==> config.mk <==
export PLATFORM = sky130hd
export DESIGN_NAME = roi_scan_driver
export DESIGN_NICKNAME = d
export VERILOG_FILES = /design/src/rtl/roi_scan_driver.sv
export SDC_FILE = /design/constraint.sdc
export NUM_CORES = 1
export LEC_CHECK = 0
export BUFFER_PORTS_ARGS = -buffer_cell sky130_fd_sc_hd__buf_2
export CAP_MARGIN = 20
export CORE_MARGIN = 2
export CORE_UTILIZATION = 60
export DETAILED_ROUTE_END_ITERATION = 10
export GPL_TIMING_DRIVEN = 0
export HOLD_SLACK_MARGIN = 0.1
export PLACE_DENSITY = 0.82
export SYNTH_ARGS = -nofsm -noshare
export SYNTH_HDL_FRONTEND = slang
export SYNTH_SLANG_ARGS = --single-unit
==> constraint.sdc <==
create_clock -name clk -period 4.8 [get_ports clk]
set_clock_uncertainty 0.1 [all_clocks]
set_input_delay 1.2 -clock clk [delete_from_list [all_inputs] [get_ports clk]]
set_output_delay 1.2 -clock clk [all_outputs]
set_load 0.02 [all_outputs]
==> src/rtl/roi_scan_driver.sv <==
// roi_scan_driver: LFSR stimulus generator and MISR capture engine for the serial ROI harness.
// Latency: a run lasts ITER*(L+1) + L+1 + DOUT_N + 1 cycles after start; all outputs are flop Q.
// Backpressure: none; the harness consumes one di bit and produces one do bit every cycle.
//
// Ports:
//   clk        rising-edge clock shared with the harness
//   rst_n      asynchronous active-low reset; aborts any run
//   start      begin a run (only honoured in IDLE)
//   di, stb    serial data and load/capture strobe towards the harness
//   do_in      serial data returning from the harness
//   busy       high from the first SHIFT cycle through the last DRAIN cycle
//   done       one-cycle pulse after the last DRAIN cycle
//   signature  32-bit MISR over the captured do_in bits; held until the next start
//   nsamples   number of do_in bits folded into signature
module roi_scan_driver #(
  parameter int          DIN_N  = 256,
  parameter int          DOUT_N = 256,
  parameter int          ITER   = 16,
  parameter logic [31:0] SEED   = 32'h0000_0001
) (
  input  logic        clk,
  input  logic        rst_n,
  input  logic        start,
  output logic        di,
  output logic        stb,
  input  logic        do_in,
  output logic        busy,
  output logic        done,
  output logic [31:0] signature,
  output logic [15:0] nsamples
);

  localparam int          L         = (DIN_N > DOUT_N) ? DIN_N : DOUT_N;
  localparam int          CW        = $clog2(L + 1);
  localparam int          MW        = $clog2(ITER + 2);
  // An all-zero LFSR would lock up, so a zero seed falls back to 1.
  localparam logic [31:0] SEED_EFF  = (SEED == 32'd0) ? 32'd1 : SEED;
  localparam logic [31:0] MISR_POLY = 32'h04C1_1DB7;

  typedef enum logic [2:0] {
    S_IDLE,
    S_SHIFT,
    S_STROBE,
    S_FLUSH,
    S_FSTROBE,
    S_DRAIN,
    S_DONE
  } state_t;

  state_t          state, state_nxt;
  logic [CW-1:0]   cnt, cnt_nxt;
  logic [MW-1:0]   m, m_nxt;
  logic [31:0]     lfsr, lfsr_nxt;
  logic [31:0]     sig_nxt;
  logic [15:0]     ns_nxt;
  logic            sample;
  logic            lfsr_fb;

  // Recurrence for x^32+x^22+x^2+x+1 with the oldest bit in lfsr[0].
  assign lfsr_fb = lfsr[22] ^ lfsr[2] ^ lfsr[1] ^ lfsr[0];

  always_comb begin
    state_nxt = state;
    cnt_nxt   = cnt;
    m_nxt     = m;
    lfsr_nxt  = lfsr;
    sig_nxt   = signature;
    ns_nxt    = nsamples;

    // The harness output register is valid for the first DOUT_N cycles after
    // a strobe; strobe 1 only returns the pre-load ROI state, so it is skipped.
    sample = ((state == S_SHIFT) || (state == S_FLUSH) || (state == S_DRAIN)) &&
             (cnt < CW'(DOUT_N)) && (m >= MW'(2));

    case (state)
      S_IDLE: begin
        if (start) begin
          state_nxt = S_SHIFT;
          cnt_nxt   = '0;
          m_nxt     = '0;
          lfsr_nxt  = SEED_EFF;
          sig_nxt   = '0;
          ns_nxt    = '0;
        end
      end
      S_SHIFT: begin
        lfsr_nxt = {lfsr_fb, lfsr[31:1]};
        if (cnt == CW'(L - 1)) begin
          state_nxt = S_STROBE;
          cnt_nxt   = '0;
        end else begin
          cnt_nxt = cnt + CW'(1);
        end
      end
      S_STROBE: begin
        m_nxt     = m + MW'(1);
        cnt_nxt   = '0;
        state_nxt = (m == MW'(ITER - 1)) ? S_FLUSH : S_SHIFT;
      end
      S_FLUSH: begin
        if (cnt == CW'(L - 1)) begin
          state_nxt = S_FSTROBE;
          cnt_nxt   = '0;
        end else begin
          cnt_nxt = cnt + CW'(1);
        end
      end
      S_FSTROBE: begin
        m_nxt     = m + MW'(1);
        cnt_nxt   = '0;
        state_nxt = S_DRAIN;
      end
      S_DRAIN: begin
        if (cnt == CW'(DOUT_N - 1)) begin
          state_nxt = S_DONE;
          cnt_nxt   = '0;
        end else begin
          cnt_nxt = cnt + CW'(1);
        end
      end
      S_DONE: begin
        state_nxt = S_IDLE;
      end
      default: begin
        state_nxt = S_IDLE;
      end
    endcase

    if (sample) begin
      sig_nxt = {signature[30:0], 1'b0} ^ (signature[31] ? MISR_POLY : 32'd0) ^ {31'd0, do_in};
      ns_nxt  = nsamples + 16'd1;
    end
  end

  // Outputs are registered from the next-state decode so that each output is
  // a flop Q that lines up with the state occupied during the same cycle.
  always_ff @(posedge clk or negedge rst_n) begin
    if (!rst_n) begin
      state     <= S_IDLE;
      cnt       <= '0;
      m         <= '0;
      lfsr      <= SEED_EFF;
      di        <= 1'b0;
      stb       <= 1'b0;
      busy      <= 1'b0;
      done      <= 1'b0;
      signature <= '0;
      nsamples  <= '0;
    end else begin
      state     <= state_nxt;
      cnt       <= cnt_nxt;
      m         <= m_nxt;
      lfsr      <= lfsr_nxt;
      di        <= (state_nxt == S_SHIFT) ? lfsr_nxt[0] : 1'b0;
      stb       <= (state_nxt == S_STROBE) || (state_nxt == S_FSTROBE);
      busy      <= (state_nxt == S_SHIFT) || (state_nxt == S_STROBE) ||
                   (state_nxt == S_FLUSH) || (state_nxt == S_FSTROBE) ||
                   (state_nxt == S_DRAIN);
      done      <= (state_nxt == S_DONE);
      signature <= sig_nxt;
      nsamples  <= ns_nxt;
    end
  end

endmodule
* Yosys cells after proc, flatten, opt, wreduce, memory -nomap -nowiden
Index checks and enable logic that the tools add are counted.
Cells by class: $add $sub $neg 3, magnitude comparators 2, equality and inequality tests 14, muxes and demuxes 21, bitwise operators 5, reduce and logical (&&, ||, !) cells 21
Operators by type and width (count):
- $mux 32 | 4
- $pmux 32 s2 | 1
- $mux 16 | 3
- $xor 32x1->32 | 1
- $xor 32x27->32 | 1
- $mux 27 | 1
- $pmux 9 s3 | 1
- $mux 9 | 2
- $pmux 3 s6 | 1
- $add 16x1->16 const B | 1
- $eq 3x3->1 const B | 5
- $eq 3x2->1 const B | 4
- $mux 3 | 4
- $pmux 5 s2 | 1
- $add 9x1->9 const B | 1
- $eq 9x8->1 const B | 1
- $lt 9x9->1 const B | 1
- $reduce_and 2->1 | 4
- $reduce_bool 2->1 | 4
- $logic_or 1x1->1 | 7
- $eq 3x1->1 const B | 2
- $add 5x1->5 const B | 1
- $eq 5x4->1 const B | 1
- $ge 5x2->1 const B | 1
- other kinds (10) | 13
Word-level totals: bits in registers 101, input bits 4

* Longest topological paths before layout
Gate-level depths: netlist of the first run.
word-level depth 8, depth in mapped cells 9, mapped depth without buffers 7

* Least setup slack after synthesis of the first run
OpenSTA, ideal clock, no wires.
path kind input to register, start point input start, end point register di, arrival time 1.906 ns, path slack 2.673 ns, cell stages on the path 4, path through nor3_1 > a211oi_1 > or2_2 > and4_1
Between the ends: cells in the longest elaborated chain, start to end 4, elaborated cells on any way between the ends 6, classes of those cells 1 x eq/ne; 5 x mux
Ends and longest elaborated chain:
- start: declaration | line 23 | input logic start,
- $mux 3 | line 77 | if (start) begin
- $pmux 3 s6 | line 75 | case (state)
- net state_nxt[0] | line 50 | state_t state, state_nxt;
- $eq 3x1->1 | line 154 | di <= (state_nxt == S_SHIFT) ? lfsr_nxt[0] : 1'b0;
- $mux 1 | line 154
- end signal: assignment | line 154
- end: declaration | line 24 | output logic di,
The timed path passes the listed nets, and every way through them passes these cells. The select of a mux whose other input is x is not followed. A chain may end at the register's enable or synchronous reset.

* Final worst setup path of the first run
start point register nsamples[0], end point output nsamples[0]
RTL lines:
- start: declaration | line 30 | output logic [15:0] nsamples
- start signal: assignment | line 161 | nsamples <= ns_nxt;
No word-level cell between the ends.

==> results.toml, run 1 <==
[run_status]
status = "complete, no violations"

[setup_path]
crit_start = "nsamples[0]$_DFFE_PN0P_"
cp_cell_sequence = "buf_2"
path_class = "reg2out"
timing.rr.start = "m[0]$_DFFE_PN0P_"
required_ns = 3.50
critPathMaxStageDelay_ns = 0.49
slowest_stage = "dfrtp_1"
cp_max_fo = 6
crit_arrival_ns = 1.07
worstRegToRegCells = 7
crit_buf_inv = 1
endpoint_kind = "output pin"
worst-path-stages = 1
crit_family = "flip-flops"
start_kind = "flop"

[cts]
htree_levels = 3
cts_sinks = 101
ctsHoldBuffers = 0
cts_tree = "yes"
path_clk_slew_ns = 0.10
clock_tree.root_cell = "clkbuf_8"
cts_setup_buffers = 0
ctsResizeCount = 0
clk_latency_ns = 0.38
clockBufferDepth = 2
cts_buffers = 9

[synthesis]
synth.most_common_cell = "nand2_1"
yosys.area.top_type = "dfrtp_1"
async_flop_share = 1.000
synth_edf_count = 0
synth_common_cells = "119 x nand2_1, 100 x dfrtp_1, 78 x nand3_1"
yosysWarnings = 0
ys_ff_latch = 101
synth_top_area_frac = 0.5348
synth_area_leaders = "dfrtp_1 53%, nand2_1 9.5%, nand3_1 8.3%"
netlist_instances = 501
yosysSeqAreaShare = 0.5404
synth_fp_nets = 510
synth_flop_cell = "dfrtp_1"
syn_area_mm2 = 0.004679
syn_area_per_cell_um2 = 9.340
post_synth_num_cell_types = 52

[sta]
final_max_slew_viol_count = 0
tns_ns = 0
fin_crit_sh = 0.4929
hold_viol = 0
fmax_mhz = 422.7
setup_viol = 0
timing.slew.headroom = 0.4074
tightest_slew_ns = 0.8814
setup_ws_ns = 2.434
rsz0062_at_grt = "false"
period_minus_slack_ns = 2.366

[pwr]
powerDensity_mw_per_mm2 = 590.3
ir_drop_mv = 0.2546
p_leak_nw = 2.629

[cells_and_area]
drive_above_1_share = 0.1606
utilization = 0.6957
nNetsFinal = 577
antennaDiodeCount = 0
area_delta_synth_final_pct = 13.69
fin_cells = 675

[global_route]
grt_max_degree = 61
first_global_vias = 3624
grt_usage = 0.2476
grt_pass1_wl_um = 16930
grt_antenna_before_repair = 0
gr-total-overflow = 0

[routing]
viasPerCell = 5.727
wl_per_cell_um = 14.78
drc = 0
routed-via-count = 3866
drt_first_pass_iters = 5
drt_wl_total_um = 9975
ant_nets = 0
drtIter0Drc = 227

[die]
start_util = 0.6119
core_mm2 = 0.007647
ios = 56
fp.dieH_um = 92.31
design.die.area_mm2 = 0.008521
rows = 32
die_w_um = 92.31

[place]
dp_cells = 659
gp_congestion = 0.8966
numPortBuffers = 55
place_ws_ns = 2.160
dp_hpwl_um = 6799

[worst_hold_path]
hp-class = "reg2reg"
hold_start = "lfsr[26]$_DFFE_PN0P_"
worstHoldPathCells = 2

[job]
maxCapViolCount = 0
## metal layers
layer  track usage  routed length (um)
met1        0.3335                4493
met2        0.4148                4944
met3       0.03987                 408
met4       0.07836                 129
met5             0                   0
## path summary, 6_finish.rpt
kind,endpoint,slack [ns]
max,nsamples[0],2.43
min,lfsr[25]$_DFFE_PN0P_,0.37
max reg2reg,nsamples[2]$_DFFE_PN0P_,2.48
min reg2reg,lfsr[25]$_DFFE_PN0P_,0.37
max in group asynchronous,lfsr[26]$_DFFE_PN0P_,3.23
min in group asynchronous,nsamples[5]$_DFFE_PN0P_,0.71
## final cells by class
type                       count  area [um2]
buffer                        34       171.4
clock buffer                   9       123.9
clock inverter                 7       83.83
fill                         591        2327
inverter                       9       33.78
multi-input combinational    357        1946
sequential                   101        2529
tap                          102       127.6
timing repair buffer          56       305.3
## report_power, final
part | internal, mW | switching [mW]
Sequential | 1.19 | 0.282
Combinational | 0.431 | 0.669
Clock | 0.249 | 0.315
## cells in the final DEF (no fill, tap or decap), types with 5 or more instances in the layout
cell type / instances
nand2_1: 119
a31oi_1: 5
mux2i_1: 10
xnor2_1: 18
dfrtp_1: 100
clkbuf_8: 9
o21ai_1: 13
buf_2: 56
inv_1: 9
and3_1: 7
o21ai_0: 15
nand3_1: 78
ha_1: 5
clkbuf_1: 20
buf_4: 6
a21oi_1: 14
nor2_1: 14
nand4_1: 9
nand2b_1: 5
## per-stage QoR
step | hold slack [ns] | total power [mW] | instance area (um2)
2_1_floorplan | 0.3384 | 2.213 | 4679
3_3_place_gp | 0.3444 | 2.534 | 5082
3_5_place_dp | 0.3509 | 2.592 | 5112
4_1_cts | 0.3707 | 3.159 | 5320
5_1_grt | 0.3999 | 3.365 | 5320
6_report | 0.3717 | 3.141 | 5320
## cells by family (layout without fill, tap and decap cells)
logic type	Yosys count	after routing	share of synthesized area
AOI/OAI and AO/OA	71	71	0.09599
xor gates and xnor gates	18	18	0.03369
adders and majority gates	5	5	0.01337
buffers and inverters	43	115	0.04385
DFF	101	101	0.5404
muxes	12	12	0.02701
and+or+nand+nor	251	251	0.2457
## tightest hold or removal path, delay by kind of cell (launching register included)
| kind | cells | cell delay, ns |
|---|---|---|
| flops | 1 | 0.35 |
| simple gates | 2 | 0.10 |
## registers in the layout, summed over array words and instances (netlist names)
register   flops
lfsr          32
signature     32
nsamples      16
cnt            9
m              5
state          3
busy           1
di             1
done           1
stb            1
Power figures use the tool's default switching activity.
==> inputs of run 2 (changes only) <==
--- a/config.mk
+++ b/config.mk
@@ -8,11 +8,11 @@
 export BUFFER_PORTS_ARGS = -buffer_cell sky130_fd_sc_hd__buf_2
 export CAP_MARGIN = 20
 export CORE_MARGIN = 2
-export CORE_UTILIZATION = 60
+export CORE_UTILIZATION = 52
 export DETAILED_ROUTE_END_ITERATION = 10
 export GPL_TIMING_DRIVEN = 0
 export HOLD_SLACK_MARGIN = 0.1
-export PLACE_DENSITY = 0.82
+export PLACE_DENSITY = 0.75
 export SYNTH_ARGS = -nofsm -noshare
 export SYNTH_HDL_FRONTEND = slang
 export SYNTH_SLANG_ARGS = --single-unit
==> constraint.sdc (replaced) <==
create_clock -name clk -period 2.15 [get_ports clk]
set_clock_uncertainty 0.1 [all_clocks]
set_input_delay 0.5375 -clock clk [delete_from_list [all_inputs] [get_ports clk]]
set_output_delay 0.5375 -clock clk [all_outputs]
set_load 0.02 [all_outputs]
==> results.toml, run 2 (synthesis results as in run 1) <==
[cells_and_area]
antennaDiodeCount = 0
area_delta_synth_final_pct = 15.96
final_cell_mix = "119 x nand2_1, 99 x dfrtp_1, 78 x nand3_1"
utilization = 0.6222
layout_commonest_cell = "nand2_1"
reg.largest.list = "lfsr (32), signature (32), nsamples (16)"
n_fill_cell = 719
drive_above_1_share = 0.1848
nNetsFinal = 583

[setup_path]
path_class = "reg2reg"
slowest_stage = "dfrtp_2"
endpoint_kind = "flop"
cp_max_fo = 5
start_kind = "flop"
crit_arrival_ns = 2.31
required_ns = 2.35
cp_cell_sequence = "ha_4, or4_4, o211ai_4, buf_6, mux2_4, mux2i_1"
critPathMaxStageDelay_ns = 0.46

[routing]
ant_nets = 0
drt_first_pass_iters = 5
drt_wl_total_um = 10110
routed-via-count = 3849
wl_per_cell_um = 14.71
viasPerCell = 5.603
drtIter0Drc = 251
drc = 0

[die]
start_util = 0.5366
rows = 34
core_mm2 = 0.008721
ios = 56
fp.dieH_um = 98.87
die_w_um = 98.87
design.die.area_mm2 = 0.009774

[place]
place_ws_ns = -0.1343
numPortBuffers = 55
dp_hpwl_um = 6799
gp_congestion = 0.8089

[pwr]
clockPowerShare = 0.178
p_leak_nw = 2.688
powerDensity_mw_per_mm2 = 1301
internal_power_mw = 4.222
combPwrFrac = 0.356
power.switching_mw = 2.835
total_power_mw = 7.057
pwr-share-seq = 0.466
p_sw_frac = 0.4017
ir_drop_mv = 0.5773

[global_route]
grt_usage = 0.2119
gr-total-overflow = 0
grt_max_degree = 66
grt_pass1_wl_um = 16960
first_global_vias = 3520
grt_antenna_before_repair = 0

[sta]
fmax_mhz = 472.8
hold_viol = 0
fin_crit_sh = 0.9838
setup_ws_ns = 0.03483
setup_viol = 0
tightest_slew_ns = 0.6660
rsz0062_at_grt = "true"
final_max_slew_viol_count = 0
period_minus_slack_ns = 2.115
timing.slew.headroom = 0.5560
tns_ns = 0
fin_hold_ws_ns = 0.3351

[cts]
clockBufferDepth = 2
cts_tree = "yes"
clk_latency_ns = 0.37
cts_sinks = 101
clock_tree.root_cell = "clkbuf_8"
path_clk_slew_ns = 0.10
cts_buffers = 9
htree_levels = 3

[job]
maxCapViolCount = 0

[worst_hold_path]
hp-class = "in2reg"

[run_status]
status = "complete, no violations"
## run 2: worst max-delay path: cells and delay by family, from the launching register on
kind	cells	cell delay, ns
AO/OA/AOI/OAI	1	0.29
multiplexers	2	0.43
buffers and inverters	1	0.17
AND/OR/NAND/NOR	1	0.44
adder cells (fa/ha/maj)	1	0.16
flip-flops	1	0.46
## run 2: worst paths after layout
| path | from | cells past startpoint | slack [ns] | end |
|---|---|---|---|---|
| setup / recovery | m[1]$_DFFE_PN0P_ | 6 | 0.03 | nsamples[2]$_DFFE_PN0P_ |
| hold / removal | do_in | 3 | 0.34 | signature[0]$_DFFE_PN0P_ |
| setup reg to reg | m[1]$_DFFE_PN0P_ | 6 | 0.03 | nsamples[2]$_DFFE_PN0P_ |
| hold reg to reg | lfsr[13]$_DFFE_PN0P_ | 2 | 0.37 | lfsr[12]$_DFFE_PN0P_ |
| max in group asynchronous | rst_n | 3 | 0.67 | lfsr[0]$_DFF_PN1_ |
| min in group asynchronous | rst_n | 2 | 0.56 | nsamples[13]$_DFFE_PN0P_ |
## run 2: area by class of cell
type,count,area (um2),area share
clock buffers,9,123.9,0.02283
plain buffers,32,173.9,0.03205
clock inverters,7,80.08,0.01476
well taps,108,135.1,0.02490
repair buffers,64,365.4,0.06733
flip-flops and latches,101,2530,0.4662
multi-input cells,357,1984,0.3657
inverters,9,33.78,0.006226
## run 2: repair_timing
item,in CTS,in global routing
pin swaps,0,2
gates cloned,0,1
buffers inserted,1,5
hold buffers,1,0
endpoints found under the hold margin,36,0
setup endpoints to repair,42,49
resized for setup,5,11
## run 2: per-layer routing
layer,up-vias,GRT usage,part of all wire
met4,0,0.06217,0.0089
li1,1868,-,-
met2,99,0.3415,0.48
met5,-,0,0
met1,1873,0.2919,0.47
met3,9,0.04397,0.046
## run 2: metrics by stage
step | area [um2] | std cells
global placement | 5090 | 664
finish | 5426 | 687
floorplan | 4679 | 501
global route | 5426 | 687
detailed placement | 5120 | 665
CTS | 5361 | 683
## run 2: power groups by stage
stage	clock [mW]	combinational (mW)	sequential, mW
4_1_cts	1.28	2.51	3.28
3_5_place_dp	0	2.47	3.31
5_1_grt	1.36	2.79	3.40
2_1_floorplan	0	1.26	3.69
3_3_place_gp	0	2.39	3.29
6_report	1.26	2.51	3.29
==> inputs of run 3 (changes only) <==
--- a/config.mk
+++ b/config.mk
@@ -8,11 +8,11 @@
 export BUFFER_PORTS_ARGS = -buffer_cell sky130_fd_sc_hd__buf_2
 export CAP_MARGIN = 20
 export CORE_MARGIN = 2
-export CORE_UTILIZATION = 52
+export CORE_UTILIZATION = 25
 export DETAILED_ROUTE_END_ITERATION = 10
 export GPL_TIMING_DRIVEN = 0
 export HOLD_SLACK_MARGIN = 0.1
-export PLACE_DENSITY = 0.75
+export PLACE_DENSITY_LB_ADDON = 0.05
 export SYNTH_ARGS = -nofsm -noshare
 export SYNTH_HDL_FRONTEND = slang
 export SYNTH_SLANG_ARGS = --single-unit
==> results.toml, run 3 (synthesis results as in run 1) <==
[setup_path]
reg2reg_slack_ns = 0.07
timing.rr.start = "m[2]$_DFFE_PN0P_"
crit_end = "nsamples[2]$_DFFE_PN0P_"
r2r-end = "nsamples[2]$_DFFE_PN0P_"
cp_max_fo = 8
worstRegToRegCells = 5
path_class = "reg2reg"
cp_cell_sequence = "or4_4, o211ai_4, buf_6, mux2_4, mux2i_1"
critPathMaxStageDelay_ns = 0.58
crit_arrival_ns = 2.25
required_ns = 2.33
endpoint_kind = "flop"
start_kind = "flop"
slowest_stage = "or4_4"
crit_start = "m[2]$_DFFE_PN0P_"

[routing]
viasPerCell = 4.745
routed-via-count = 3829
wl_per_cell_um = 15.40
drt_wl_total_um = 12430
drc = 0
ant_nets = 0
drt_first_pass_iters = 4
drtIter0Drc = 159

[cells_and_area]
n_fill_cell = 2002
drive_above_1_share = 0.1885
layout_commonest_cell = "nand2_1"
multi_input_area_mm2 = 0.001987
antennaDiodeCount = 0
area_delta_synth_final_pct = 20.32
fin_area_mm2 = 0.005630
ff_latch_area_mm2 = 0.002530
nNetsFinal = 577
reg.largest.list = "lfsr (32), signature (32), nsamples (16)"
fin_cells = 807
final_cell_mix = "118 x nand2_1, 99 x dfrtp_1, 78 x nand3_1"

[place]
numPortBuffers = 55
gp_congestion = 0.7694
dp_cells = 791
detailed_place.area_mm2 = 0.005278
dp_hpwl_um = 8278

[global_route]
grt_antenna_before_repair = 0
gr-total-overflow = 0
first_global_vias = 3837
grt_pass1_wl_um = 20370
grt_max_degree = 58
grt_usage = 0.1297

[die]
fp.dieH_um = 140.8
design.die.area_mm2 = 0.01983
die_w_um = 140.8
rows = 50
start_util = 0.2527
ios = 56
core_mm2 = 0.01852

[sta]
period_minus_slack_ns = 2.078
fmax_mhz = 481.3
rsz0062_at_grt = "true"
final_max_slew_viol_count = 0
fin_crit_sh = 0.9663
setup_viol = 0
timing.slew.headroom = 0.4671
tightest_slew_ns = 0.7994
fin_hold_ws_ns = 0.1590
hold_viol = 0
tns_ns = 0

[pwr]
powerDensity_mw_per_mm2 = 1317
clockPowerShare = 0.216
power.switching_mw = 2.956
combPwrFrac = 0.339
pwr-share-seq = 0.445
p_sw_frac = 0.3986
ir_drop_mv = 0.3615
internal_power_mw = 4.460
p_leak_nw = 2.696

[cts]
cts_buffers = 9
path_clk_slew_ns = 0.08
cts_sinks = 101
cts_tree = "yes"
clk_latency_ns = 0.35
htree_levels = 3
clock_tree.root_cell = "clkbuf_16"
clockBufferDepth = 2

[worst_hold_path]
hp-class = "in2async"

[run_status]
status = "complete, no violations"

[job]
maxCapViolCount = 0
[run 3: changes by cell type in the layout (fill, tap and decap cells not counted), sizes merged]
cell,change
bufinv,-1
buf,-1
inv,-1
dlygate4sd3,-1
clkinvlp,+2
clkbuf,-4
[run 3: layout make-up]
class                           count  share of cell area
Multi-Input combinational cell    357              0.3529
Clock buffer                        9             0.04000
Sequential cell                   101              0.4493
Timing Repair Buffer               59             0.05822
Clock inverter                      7             0.01022
Buffer                             31             0.03133
Inverter                            9            0.006000
Tap cell                          234             0.05200
[run 3: worst min path at each step]
stage / end / slack (ns)
finish: nsamples[14]$_DFFE_PN0P_ / 0.16
global placement: lfsr[4]$_DFFE_PN0P_ / 0.35
detailed placement: lfsr[9]$_DFFE_PN0P_ / 0.35
global route: nsamples[15]$_DFFE_PN0P_ / 0.23
floorplan: busy$_DFF_PN0_ / 0.14
CTS: nsamples[13]$_DFFE_PN0P_ / 0.19
[run 3: power by group through the flow]
stage / sequential (mW) / clock, mW / combinational [mW]
6_report: 3.30 / 1.60 / 2.51
5_1_grt: 3.42 / 1.75 / 2.81
4_1_cts: 3.30 / 1.68 / 2.56
3_5_place_dp: 3.34 / 0 / 2.51
3_3_place_gp: 3.32 / 0 / 2.48
2_1_floorplan: 3.69 / 0 / 1.26
[run 3: stage by stage]
stage	util	setup slack, ns	power (mW)
after global routing	0.3041	-0.03076	7.983
after CTS	0.3033	0.002132	7.539
after global placement	0.2834	-0.8842	5.802
after floorplan	-	0.1154	4.940
final	0.3041	0.07244	7.416
after detailed placement	0.2850	-0.2582	5.854
[run 3: layer usage]
metal	vias up	track usage	wire, um
li1	1858	-	-
met1	1886	0.1708	5989
met2	73	0.2110	5812
met3	12	0.02615	440
met4	0	0.04947	183
met5	-	0	0
[run 3: worst max-delay path, delay by kind of cell, from the launching register on]
| kind | cells | cell delay (ns) |
|---|---|---|
| AO/OA/AOI/OAI | 1 | 0.27 |
| buffers and inverters | 1 | 0.17 |
| flip-flops | 1 | 0.46 |
| multiplexers | 2 | 0.43 |
| AND/OR/NAND/NOR | 1 | 0.58 |
[run 3: what timing repair did]
action	in CTS	in global routing
hold buffers	0	0
pin swaps	1	1
setup endpoints to repair	72	60
cloned	0	0
gates resized for setup	13	10
endpoints found under the hold margin	0	0
buffers inserted	3	0
